==> config.mk <==
export PLATFORM = sky130hd
export DESIGN_NAME = fetch_ex_pipe_ctrl
export DESIGN_NICKNAME = d
export VERILOG_FILES = /design/src/rtl/fetch_ex_pipe_ctrl_pkg.sv /design/src/rtl/fetch_ex_pipe_ctrl_perf_counters.sv /design/src/rtl/fetch_ex_pipe_ctrl.sv
export SDC_FILE = /design/constraint.sdc
export NUM_CORES = 1
export LEC_CHECK = 0
export CAP_MARGIN = 20
export CORE_MARGIN = 1
export CORE_UTILIZATION = 40
export CTS_CLUSTER_SIZE = 25
export DETAILED_ROUTE_END_ITERATION = 8
export PLACE_DENSITY = 0.75
export SYNTH_ARGS = -nofsm -noshare
export SYNTH_HDL_FRONTEND = slang
export SYNTH_SLANG_ARGS = --single-unit
==> constraint.sdc <==
create_clock -name clk -period 2 [get_ports clk]
set_input_delay 0.2 -clock clk [delete_from_list [all_inputs] [get_ports clk]]
set_output_delay 0.2 -clock clk [all_outputs]
set_load 0.02 [all_outputs]
==> src/rtl/fetch_ex_pipe_ctrl_pkg.sv <==
// Shared encodings for the IF->EX pipeline controller: PC select codes,
// controller FSM states and the bubble instruction.
package fetch_ex_pipe_ctrl_pkg;

  typedef enum logic [1:0] {
    PC_SEL_RESET = 2'd0,
    PC_SEL_HOLD  = 2'd1,
    PC_SEL_PC4   = 2'd2,
    PC_SEL_ALU   = 2'd3
  } pc_sel_e;

  typedef enum logic [1:0] {
    ST_BOOT = 2'd0,
    ST_RUN  = 2'd1,
    ST_HOLD = 2'd2
  } state_e;

  localparam logic [31:0] NOP_INST = 32'h0000_0013;

endpackage

==> src/rtl/fetch_ex_pipe_ctrl_perf_counters.sv <==
// Cycle and retired-instruction counters, clearable from the CSR path.
// A clear always wins over a simultaneous increment.
module perf_counters #(
  parameter int unsigned CNT_W = 32
) (
  input  logic             clk,
  input  logic             rst,
  input  logic             clr,
  input  logic             inc_cycle,
  input  logic             inc_ret,
  output logic [CNT_W-1:0] cycle_cnt,
  output logic [CNT_W-1:0] instret_cnt
);

  localparam logic [CNT_W-1:0] ONE = {{(CNT_W-1){1'b0}}, 1'b1};

  logic [CNT_W-1:0] cycle_q, cycle_d;
  logic [CNT_W-1:0] instret_q, instret_d;

  always_comb begin
    cycle_d   = cycle_q;
    instret_d = instret_q;
    if (clr) begin
      cycle_d   = '0;
      instret_d = '0;
    end else begin
      if (inc_cycle) cycle_d   = cycle_q + ONE;
      if (inc_ret)   instret_d = instret_q + ONE;
    end
  end

  always_ff @(posedge clk) begin
    if (rst) begin
      cycle_q   <= '0;
      instret_q <= '0;
    end else begin
      cycle_q   <= cycle_d;
      instret_q <= instret_d;
    end
  end

  assign cycle_cnt   = cycle_q;
  assign instret_cnt = instret_q;

endmodule

==> src/rtl/fetch_ex_pipe_ctrl.sv <==
// IF->EX pipeline register and fetch controller: drives the IF PC select and
// flush, captures the fetched instruction into EX, and hosts the perf counters.
module fetch_ex_pipe_ctrl
  import fetch_ex_pipe_ctrl_pkg::*;
#(
  parameter logic [31:0] RESET_PC = 32'h0000_0000,
  parameter logic [31:0] NOP      = NOP_INST,
  parameter int unsigned CNT_W    = 32
) (
  input  logic             clk,
  input  logic             rst,
  input  logic             stall,
  input  logic             br_taken,
  input  logic             cnt_clr,
  input  logic [31:0]      if_inst,
  input  logic [31:0]      if_pc,
  output logic [1:0]       pc_sel,
  output logic             should_br,
  output logic [31:0]      ex_inst,
  output logic [31:0]      ex_pc,
  output logic             ex_valid,
  output logic [CNT_W-1:0] cycle_cnt,
  output logic [CNT_W-1:0] instret_cnt
);

  state_e      state_q;
  logic [31:0] ex_inst_q;
  logic [31:0] ex_pc_q;
  logic        ex_valid_q;
  pc_sel_e     pc_sel_d;
  logic        should_br_d;

  // Priority: reset > boot > stall > taken branch > sequential advance.
  always_comb begin
    pc_sel_d    = PC_SEL_PC4;
    should_br_d = 1'b0;
    if (rst || state_q == ST_BOOT) begin
      pc_sel_d = PC_SEL_RESET;
    end else if (stall) begin
      pc_sel_d = PC_SEL_HOLD;
    end else if (br_taken) begin
      pc_sel_d    = PC_SEL_ALU;
      should_br_d = 1'b1;
    end
  end

  always_ff @(posedge clk) begin
    if (rst) begin
      state_q    <= ST_BOOT;
      ex_inst_q  <= NOP;
      ex_pc_q    <= RESET_PC;
      ex_valid_q <= 1'b0;
    end else begin
      unique case (state_q)
        ST_BOOT: begin
          ex_inst_q  <= NOP;
          ex_valid_q <= 1'b0;
          state_q    <= ST_RUN;
        end
        default: begin
          // HOLD without stall advances exactly like RUN.
          if (stall) begin
            state_q <= ST_HOLD;
          end else begin
            state_q <= ST_RUN;
            ex_pc_q <= if_pc;
            if (br_taken) begin
              ex_inst_q  <= NOP;
              ex_valid_q <= 1'b0;
            end else begin
              ex_inst_q  <= if_inst;
              ex_valid_q <= 1'b1;
            end
          end
        end
      endcase
    end
  end

  perf_counters #(
    .CNT_W(CNT_W)
  ) u_perf (
    .clk        (clk),
    .rst        (rst),
    .clr        (cnt_clr),
    .inc_cycle  (state_q != ST_BOOT),
    .inc_ret    (ex_valid_q && !stall),
    .cycle_cnt  (cycle_cnt),
    .instret_cnt(instret_cnt)
  );

  assign pc_sel    = pc_sel_d;
  assign should_br = should_br_d;
  assign ex_inst   = ex_inst_q;
  assign ex_pc     = ex_pc_q;
  assign ex_valid  = ex_valid_q;

endmodule
==> results of run 1 <==
## worst min-delay path by stage
stage,from,endpoint,slack (ps),depth (start not counted)
final,if_pc[6],ex_pc[6],330,3
after global routing,if_pc[16],ex_pc[16],340,3
after floorplan,if_inst[0],ex_inst[0],320,1
after detailed placement,ex_pc[1],ex_pc[1],450,2
after global placement,ex_pc[2],ex_pc[2],440,2
after CTS,if_pc[14],ex_pc[14],320,3
## worst min-delay path: stages
cell and delay [ps]:
clkdlybuf4s50_1 390, nand2_1 60, a21oi_1 50
## layout by cell type (no fill, tap or decap), types with 4 or more instances in the layout
cell type and count:
clkdlybuf4s50_1 197, dfxtp_1 120, nand2_1 92, a21oi_1 70
buf_4 47, a22o_1 29, nor2_1 27, or4_1 26
o31ai_1 25, nand3_1 22, clkbuf_16 17, nand4_1 16
xnor2_1 11, inv_1 10, xor2_1 9, dfxtp_2 9
or3_1 8, and4_1 7, o21ai_0 7, nor4_1 7
and2_1 5, and3_1 4, clkbuf_8 4
## cells by family after synthesis
logic type | after synthesis | synth area share
and+or+nand+nor | 237 | 0.234
AOI/OAI and AO/OA | 147 | 0.187
xor gates and xnor gates | 20 | 0.0333
muxes | 3 | 0.00571
buffers and inverters | 49 | 0.0364
adders and majority gates | 2 | 0.00476
DFF | 131 | 0.499
## what timing repair did
| item | 4_1_cts | 5_1_grt |
|---|---|---|
| pin swaps | 0 | 1 |
| endpoints found under the setup margin | 3 | 16 |
| hold buffers | 0 | 0 |
| gates cloned | 0 | 0 |
| gates resized for setup | 6 | 5 |
## per-layer routing
layer,global-route usage,up-vias
li1,-,2619
met1,0.273,2527
met2,0.385,191
met3,0.0804,20
met4,0.0903,0
met5,0,-
## synthesized netlist by cell type (10+ instances only)
cell and instances:
dfxtp_1 131, nand2_1 92, a21oi_1 70, clkbuf_1 33
a22o_1 29, nor2_1 29, or4_1 28, o31ai_1 25
nand3_1 22, nand4_1 16, xnor2_1 11, inv_1 10
## state kept, by name, summed over array words and instances, names as in the netlist
register            cells
ex_inst                32
ex_pc                  32
u_perf.cycle_cnt       32
u_perf.instret_cnt     32
state_q                 2
ex_valid                1
## through the flow
step           std cells  worst slack [ps]  hold slack, ps  area (um2)
3_3_place_gp         969              -176             442        7700
3_5_place_dp         969              -212             448        7700
2_1_floorplan        589              1.71             319        5280
6_report             998              82.2             332        8270
4_1_cts              998              52.4             318        8250
5_1_grt              998              2.77             337        8270
## power by group
group,switching (mW),internal [mW]
sequential,0.0321,2.67
clock,1.06,1.81
combinational,0.237,0.267
total,1.33,4.74
## layout make-up
type	count	area share
inverters	10	0.00454
clock inverters	5	0.00636
repair buffers	247	0.284
multi-input cells	409	0.300
flip-flops and latches	131	0.319
well taps	172	0.0260
clock buffers	24	0.0595
==> impl_metrics.env, run 1 <==
export IMPL_layout_drive_gt1_share=0.125
export IMPL_numCtsBuffers=17
export IMPL_htree_levels=4
export IMPL_top_layer="met4"
export IMPL_critPathKind="register to register"
export IMPL_vdd_drop_max_v=0.000613
export IMPL_power_density_nw_per_um2=735
export IMPL_end_kind="register"
export IMPL_maxSlewHeadroom=0.716
export IMPL_die_x_um=117
export IMPL_synth_top_area_frac=0.499
export IMPL_arrival_ps=2250
export IMPL_seqCellArea_um2=2640
export IMPL_die_y_um=117
export IMPL_cp_startpoint="u_perf.cycle_cnt[8]"
export IMPL_synth_cells=589
export IMPL_clock_path_buffers=2
export IMPL_row_count=41
export IMPL_dieArea_um2=13600
export IMPL_final_max_slew_viol_count=0
export IMPL_cts_reportedPaths_clkPinSlew_ps=50
export IMPL_timing_setup_tns_ps=0
export IMPL_synth_area_top_cells="dfxtp_1 50%, a21oi_1 6.7%, nand2_1 6.6%, a22o_1 4.8%, or4_1 4.0%"
export IMPL_finalSetupViolCount=0
export IMPL_postCtsSetupBuffers=0
export IMPL_fin_total_pwr_mw=6.08
export IMPL_required_ps=2330
export IMPL_synth_ff_type="dfxtp_1"
export IMPL_crit_fanout=14
export IMPL_grt_max_degree=35
export IMPL_cts_sinks=131
export IMPL_grt_usage=0.231
export IMPL_grt_pass1_vias=5090
export IMPL_io_pin_count=201
export IMPL_outcome="complete, no violations"
export IMPL_wl_met3_mm=1.21
export IMPL_portBuffers=200
export IMPL_worst_pin_slew_ps=423
export IMPL_synthArstFlopShare=0
export IMPL_antenna_found_initial=0
export IMPL_fillers=1047
export IMPL_yosysTopAreaCell="dfxtp_1"
export IMPL_dr_pass1_iters=4
export IMPL_reg2reg_depth=5
export IMPL_worstSetupStartpointType="register"
export IMPL_slowest_delay_ps=540
export IMPL_syn_area_um2=5260
export IMPL_clockRootBuffer="clkbuf_16"
export IMPL_clk_insertion_delay_late_ps=410
export IMPL_critPathSlowestCell="or4_1"
export IMPL_min_period_ps=1920
export IMPL_synth_seq_cells=131
export IMPL_period_share=0.959
export IMPL_wirelength_met1_mm=6.33
export IMPL_multi_input_area_um2=2480
export IMPL_wl_per_cell_um=15.2
export IMPL_grt_overflow=0
export IMPL_area_growth_pct=57.3
export IMPL_critPathBufInv=1
export IMPL_rsz0062_at_grt="false"
export IMPL_dr_wl_met2_mm=7.40
export IMPL_worstPathCellList="nand2_1 > buf_4 > or3_4 > or4_1 > a21oi_1"
export IMPL_drv_cap=0
export IMPL_cts_tree="built"
export IMPL_p_leak_nw=2.88
export IMPL_ys_warnings_count=0
export IMPL_rrSetupSlack_ps=80
export IMPL_ys_seq_area_frac=0.499
export IMPL_rr_endpoint="u_perf.cycle_cnt[26]"
export IMPL_rr_startpoint="u_perf.cycle_cnt[8]"
export IMPL_dp_hpwl_mm=11.0
export IMPL_fmax_mhz=521
export IMPL_skew_ps=8.38
export IMPL_cp_depth=5
export IMPL_coreArea_um2=12700
export IMPL_ant_nets=0
export IMPL_vias=5357
export IMPL_synth_nets=660
export IMPL_fin_util=0.650
export IMPL_synth_cell_types=46
export IMPL_synth_edff_count=0
export IMPL_floorplan_initialDensity=0.413
export IMPL_endpoint="u_perf.cycle_cnt[26]"
export IMPL_hold_viol=0
export IMPL_cpLargestDelayFamily="simple AND/OR/NAND/NOR gates"
export IMPL_syn_avg_cell_area_um2=8.92
export IMPL_drc=0
export IMPL_antennaDiodeCount=0
export IMPL_hp_class="input port to register"
export IMPL_routabilityCongestion=0.762
export IMPL_nNetsFinal=887
export IMPL_grt_first_pass_wirelength_mm=24.4
export IMPL_routed_wirelength_mm=15.2
export IMPL_vias_per_cell=5.37
export IMPL_drt_iter0_drc=390
Power figures use the tool's default switching activity.
==> run 2: changes to the inputs <==
--- a/config.mk
+++ b/config.mk
@@ -5,11 +5,14 @@
 export SDC_FILE = /design/constraint.sdc
 export NUM_CORES = 1
 export LEC_CHECK = 0
-export CAP_MARGIN = 20
+export CAP_MARGIN = 40
+export CELL_PAD_IN_SITES_DETAIL_PLACEMENT = 0
+export CELL_PAD_IN_SITES_GLOBAL_PLACEMENT = 1
 export CORE_MARGIN = 1
-export CORE_UTILIZATION = 40
+export CORE_UTILIZATION = 29
 export CTS_CLUSTER_SIZE = 25
 export DETAILED_ROUTE_END_ITERATION = 8
+export GPL_ROUTABILITY_DRIVEN = 1
 export PLACE_DENSITY = 0.75
 export SYNTH_ARGS = -nofsm -noshare
 export SYNTH_HDL_FRONTEND = slang
==> impl_metrics.env, run 2 (same netlist as run 1, synthesis figures left out) <==
export IMPL_cts_tree="built"
export IMPL_multi_input_area_um2=2470
export IMPL_routabilityCongestion=0.790
export IMPL_htree_levels=4
export IMPL_place_ws_ps=-250
export IMPL_skew_ps=8.84
export IMPL_hold_viol=0
export IMPL_required_ps=2280
export IMPL_grt_use_met3=0.0544
export IMPL_comb_power_share=0.084
export IMPL_reg2reg_depth=6
export IMPL_rr_startpoint="u_perf.cycle_cnt[5]"
export IMPL_drv_cap=0
export IMPL_die_y_um=137
export IMPL_p_int_mw=4.71
export IMPL_clockRootBuffer="clkbuf_16"
export IMPL_worstSetupStartpointType="register"
export IMPL_portBuffers=200
export IMPL_clk_insertion_delay_late_ps=410
export IMPL_vias_per_cell=5.03
export IMPL_arrival_ps=2230
export IMPL_layout_drive_gt1_share=0.137
export IMPL_cts_sinks=131
export IMPL_ant_nets=0
export IMPL_floorplan_initialDensity=0.301
export IMPL_io_pin_count=201
export IMPL_hold_slack_ps=337
export IMPL_row_count=48
export IMPL_final_area_um2=8450
export IMPL_routed_wirelength_mm=16.3
export IMPL_rrSetupSlack_ps=50
export IMPL_fillers=1627
export IMPL_wl_per_cell_um=15.3
export IMPL_outcome="complete, no violations"
export IMPL_min_period_ps=1950
export IMPL_swShare=0.233
export IMPL_setup_ws_ps=48.4
export IMPL_worstHoldEndpoint="ex_pc[3]"
export IMPL_coreArea_um2=17500
export IMPL_drt_iter0_drc=311
export IMPL_cts_reportedPaths_clkPinSlew_ps=60
export IMPL_worstPathCellList="nand4_2 > buf_4 > or3_4 > clkbuf_4 > o311ai_0 > nand2_1"
export IMPL_mostFrequentLayoutCells="197 x clkdlybuf4s50_1, 120 x dfxtp_1, 92 x nand2_1"
export IMPL_critPathKind="register to register"
export IMPL_vias=5353
export IMPL_slowest_delay_ps=460
export IMPL_grt_max_degree=35
export IMPL_grt_pass1_vias=5194
export IMPL_dr_pass1_iters=5
export IMPL_fin_util=0.484
export IMPL_drc=0
export IMPL_final_max_slew_viol_count=0
export IMPL_p_switching_mw=1.43
export IMPL_antenna_found_initial=0
export IMPL_use_met2=0.290
export IMPL_finalSetupViolCount=0
export IMPL_worst_pin_slew_ps=440
export IMPL_grt_usage=0.176
export IMPL_seqCellArea_um2=2640
export IMPL_dp_hpwl_mm=11.6
export IMPL_p_clk_frac=0.476
export IMPL_dp_cells=1031
export IMPL_nNetsFinal=898
export IMPL_instances_no_fill=1064
export IMPL_hp_start="if_pc[3]"
export IMPL_area_growth_pct=60.8
export IMPL_rr_endpoint="u_perf.cycle_cnt[20]"
export IMPL_clock_path_buffers=2
export IMPL_min_path_cells=3
export IMPL_seqPwrFrac=0.439
export IMPL_p_leak_nw=2.94
export IMPL_numCtsBuffers=17
export IMPL_rsz0062_at_grt="false"
export IMPL_busiest_layer="met2"
export IMPL_critPathSlowestCell="or3_4"
export IMPL_power_density_nw_per_um2=726
export IMPL_fmax_mhz=512
export IMPL_die_x_um=137
export IMPL_dieArea_um2=18700
export IMPL_grt_use_met1=0.214
export IMPL_dpl_instance_area_um2=7870
export IMPL_hp_class="input port to register"
export IMPL_vdd_drop_max_v=0.000519
export IMPL_maxSlewHeadroom=0.704
export IMPL_period_share=0.976
export IMPL_end_kind="register"
export IMPL_grt_first_pass_wirelength_mm=25.7
export IMPL_layout_commonest_cell="clkdlybuf4s50_1"
export IMPL_antennaDiodeCount=0
export IMPL_grt_overflow=0
export IMPL_crit_fanout=8
## run 2: what timing repair did
action / in CTS / in global routing
pin swaps: 0 / 1
gates resized for setup: 4 / 8
setup buffers: 0 / 2
endpoints found under the hold margin: 0 / 0
hold buffers: 0 / 0
endpoints found under the setup margin: 3 / 18
## run 2: area by class of cell
cell class                      instances  share of cell area
Sequential cell                       131               0.313
Multi-Input combinational cell        409               0.292
Timing Repair Buffer                  258               0.292
Clock buffer                           23              0.0554
Tap cell                              225              0.0333
Clock inverter                          8             0.00933
Inverter                               10             0.00444
## run 2: power groups by stage
stage / logic, mW / clock network, mW / registers, mW
2_1_floorplan: 0.140 / 0 / 2.81
3_3_place_gp: 0.514 / 0 / 2.75
3_5_place_dp: 0.522 / 0 / 2.75
4_1_cts: 0.523 / 2.99 / 2.70
5_1_grt: 0.558 / 3.12 / 2.70
6_report: 0.517 / 2.92 / 2.69
## run 2: through the flow
step / setup TNS [ps] / power [mW]
2_1_floorplan: 0 / 2.95
3_3_place_gp: -3220 / 3.26
3_5_place_dp: -4440 / 3.27
4_1_cts: 0 / 6.21
5_1_grt: 0 / 6.37
6_report: 0 / 6.14
## run 2: worst max-delay path, delay by kind of cell, from the launching register on
family / cells / cell delay (ps)
AND/OR/NAND/NOR: 3 / 690
buffers and inverters: 2 / 400
flip-flops: 1 / 370
AO/OA/AOI/OAI: 1 / 350
## run 2: per-layer routing
metal,routed length [um],share of wire
met5,0,0
met2,7740,0.47
met4,233,0.014
met1,7190,0.44
met3,1150,0.070
## run 2: worst max path at each step
stage / slack (ps) / cells past startpoint / to / from
2_1_floorplan: 2 / 5 / u_perf.cycle_cnt[25] / u_perf.cycle_cnt[6]
3_3_place_gp: -220 / 5 / u_perf.instret_cnt[27] / stall
3_5_place_dp: -250 / 5 / u_perf.instret_cnt[27] / stall
4_1_cts: 30 / 4 / u_perf.instret_cnt[27] / u_perf.instret_cnt[17]
5_1_grt: 3 / 4 / u_perf.instret_cnt[31] / u_perf.instret_cnt[17]
6_report: 50 / 6 / u_perf.cycle_cnt[20] / u_perf.cycle_cnt[5]
==> run 3: changes to the inputs <==
--- a/config.mk
+++ b/config.mk
@@ -5,6 +5,7 @@
 export SDC_FILE = /design/constraint.sdc
 export NUM_CORES = 1
 export LEC_CHECK = 0
+export ABC_AREA = 1
 export CAP_MARGIN = 40
 export CELL_PAD_IN_SITES_DETAIL_PLACEMENT = 0
 export CELL_PAD_IN_SITES_GLOBAL_PLACEMENT = 1
==> impl_metrics.env, run 3 <==
export IMPL_cts_sinks=131
export IMPL_worstSetupStartpointType="register"
export IMPL_die_x_um=143
export IMPL_yosysMostFrequentCell="nor2_1"
export IMPL_wl_per_cell_um=13.8
export IMPL_synth_ff_type="dfxtp_1"
export IMPL_yosys_area_share_simple=0.321
export IMPL_portBuffers=200
export IMPL_grt_first_pass_wirelength_mm=28.1
export IMPL_synth_area_mux_share=0
export IMPL_crit_fanout=6
export IMPL_antennaDiodeCount=0
export IMPL_finalSetupViolCount=0
export IMPL_arrival_ps=1580
export IMPL_period_share=0.889
export IMPL_synth_top_area_frac=0.455
export IMPL_p_leak_nw=3.23
export IMPL_routed_wirelength_mm=17.5
export IMPL_hold_viol=0
export IMPL_drv_cap=0
export IMPL_worstPathCellList="clkdlybuf4s50_1"
export IMPL_cts_tree="built"
export IMPL_hold_buffers=0
export IMPL_critPathKind="register to primary output"
export IMPL_io_pin_count=201
export IMPL_synth_cells=783
export IMPL_cts_resized_gates=4
export IMPL_layout_commonest_cell="clkdlybuf4s50_1"
export IMPL_vias_per_cell=4.54
export IMPL_numCtsBuffers=17
export IMPL_grt_usage=0.177
export IMPL_dp_cells=1237
export IMPL_synthTopCellsByCount="166 x nor2_1, 144 x nand2_1, 131 x dfxtp_1"
export IMPL_antenna_found_initial=0
export IMPL_floorplan_initialDensity=0.296
export IMPL_grt_max_degree=33
export IMPL_die_y_um=143
export IMPL_layout_drive_gt1_share=0.0896
export IMPL_outcome="complete, no violations"
export IMPL_syn_avg_cell_area_um2=7.35
export IMPL_maxSlewHeadroom=0.757
export IMPL_dr_pass1_iters=5
export IMPL_drt_iter0_drc=262
export IMPL_synth_fa_ha_area_frac=0.00435
export IMPL_cts_reportedPaths_clkPinSlew_ps=70
export IMPL_slowest_delay_ps=660
export IMPL_cpLargestDelayFamily="buffers and inverters"
export IMPL_postCtsSetupBuffers=0
export IMPL_final_max_slew_viol_count=0
export IMPL_mostFrequentLayoutCells="197 x clkdlybuf4s50_1, 164 x nor2_1, 144 x nand2_1"
export IMPL_ys_seq_area_frac=0.455
export IMPL_synth_seq_cells=131
export IMPL_synth_edff_count=0
export IMPL_cp_startpoint="u_perf.instret_cnt[26]"
export IMPL_worst_pin_slew_ps=363
export IMPL_coreArea_um2=19500
export IMPL_drc=0
export IMPL_multi_input_area_um2=2740
export IMPL_grt_overflow=0
export IMPL_dp_hpwl_mm=12.8
export IMPL_required_ps=1800
export IMPL_synthArstFlopShare=0
export IMPL_critPathSlowestCell="clkdlybuf4s50_1"
export IMPL_synth_top_family_by_area="simple AND/OR/NAND/NOR gates"
export IMPL_nNetsFinal=1062
export IMPL_instances_no_fill=1269
export IMPL_routabilityCongestion=0.799
export IMPL_critPathBufInv=1
export IMPL_yosysTopAreaCell="dfxtp_1"
export IMPL_rrSetupSlack_ps=360
export IMPL_timing_setup_tns_ps=0
export IMPL_rr_startpoint="u_perf.instret_cnt[0]"
export IMPL_clk_insertion_delay_late_ps=430
export IMPL_clockRootBuffer="clkbuf_16"
export IMPL_skew_ps=9.74
export IMPL_htree_levels=4
export IMPL_end_kind="primary output"
export IMPL_seqCellArea_um2=2620
export IMPL_synth_xor_area_frac=0.00913
export IMPL_ys_warnings_count=0
export IMPL_hp_start="if_pc[6]"
export IMPL_synth_nets=854
export IMPL_area_growth_pct=50.7
export IMPL_dieArea_um2=20400
export IMPL_synth_compound_area_frac=0.138
export IMPL_rsz0062_at_grt="false"
export IMPL_ant_nets=0
export IMPL_fmax_mhz=562
export IMPL_min_period_ps=1780
export IMPL_grt_pass1_vias=5403
export IMPL_vias=5764
export IMPL_clock_path_buffers=2
export IMPL_synth_cell_types=36
export IMPL_synth_area_top_cells="dfxtp_1 46%, nor2_1 11%, nand2_1 9.4%, a32o_1 5.0%, inv_1 5.0%"
export IMPL_row_count=51
export IMPL_power_density_nw_per_um2=732
export IMPL_syn_area_um2=5760
export IMPL_fillers=1993
export IMPL_vdd_drop_max_v=0.000563
export IMPL_hp_class="input port to register"
==> run 3: cell types whose count changed after synthesis, sizes merged, moves of 16 or more <==
cell    change
a21oi      -40
clkbuf     -16
o21ai      +48
o31ai      -25
nor2      +154
or4        -28
nand3      +19
nand2      +62
inv        +73
a22o       -29
a32o       +29
==> run 3: cell type report <==
cell class | instances | area share
multi-input cells | 545 | 0.315
flip-flops and latches | 131 | 0.302
repair buffers | 213 | 0.243
clock buffers | 18 | 0.0495
well taps | 265 | 0.0382
inverters | 83 | 0.0365
clock inverters | 14 | 0.0153
==> run 3: where the power goes <==
part           total [mW]  switching [mW]  internal [mW]
sequential           2.72          0.0380           2.68
combinational       0.613           0.308          0.305
clock                3.01            1.29           1.72
==> run 3: logic make-up (layout without fill, tap and decap cells) <==
logic type / after synthesis / after routing
AO/OA/AOI/OAI: 125 / 125
buffers and inverters: 107 / 328
AND/OR/NAND/NOR: 412 / 412
flip-flops: 131 / 131
XOR/XNOR: 6 / 6
adder cells (fa/ha/maj): 2 / 2
==> run 3: worst paths after layout <==
path / end / depth (start not counted)
max: instret_cnt[26] / 1
min: ex_pc[6] / 3
max reg2reg: u_perf.instret_cnt[24] / 9
min reg2reg: ex_inst[11] / 1
==> run 3: through the flow <==
stage | hold WS [ps] | total power, mW | setup WS, ps | instance area [um2] | utilization
final | 356 | 6.35 | 222 | 8680 | 0.446
after global placement | 446 | 3.39 | 79.1 | 8110 | 0.417
after CTS | 340 | 6.42 | 197 | 8680 | 0.446
after detailed placement | 453 | 3.39 | 85.8 | 8110 | 0.417
after floorplan | 269 | 3.04 | 444 | 5760 | -
after global routing | 356 | 6.59 | 87.6 | 8680 | 0.446
==> run 3: routing by layer <==
metal | vias up | global-route usage | wire length (um)
li1 | 2978 | - | -
met1 | 2610 | 0.223 | 8100
met2 | 162 | 0.278 | 7840
met3 | 14 | 0.0718 | 1380
met4 | 0 | 0.0492 | 168
met5 | - | 0 | 0
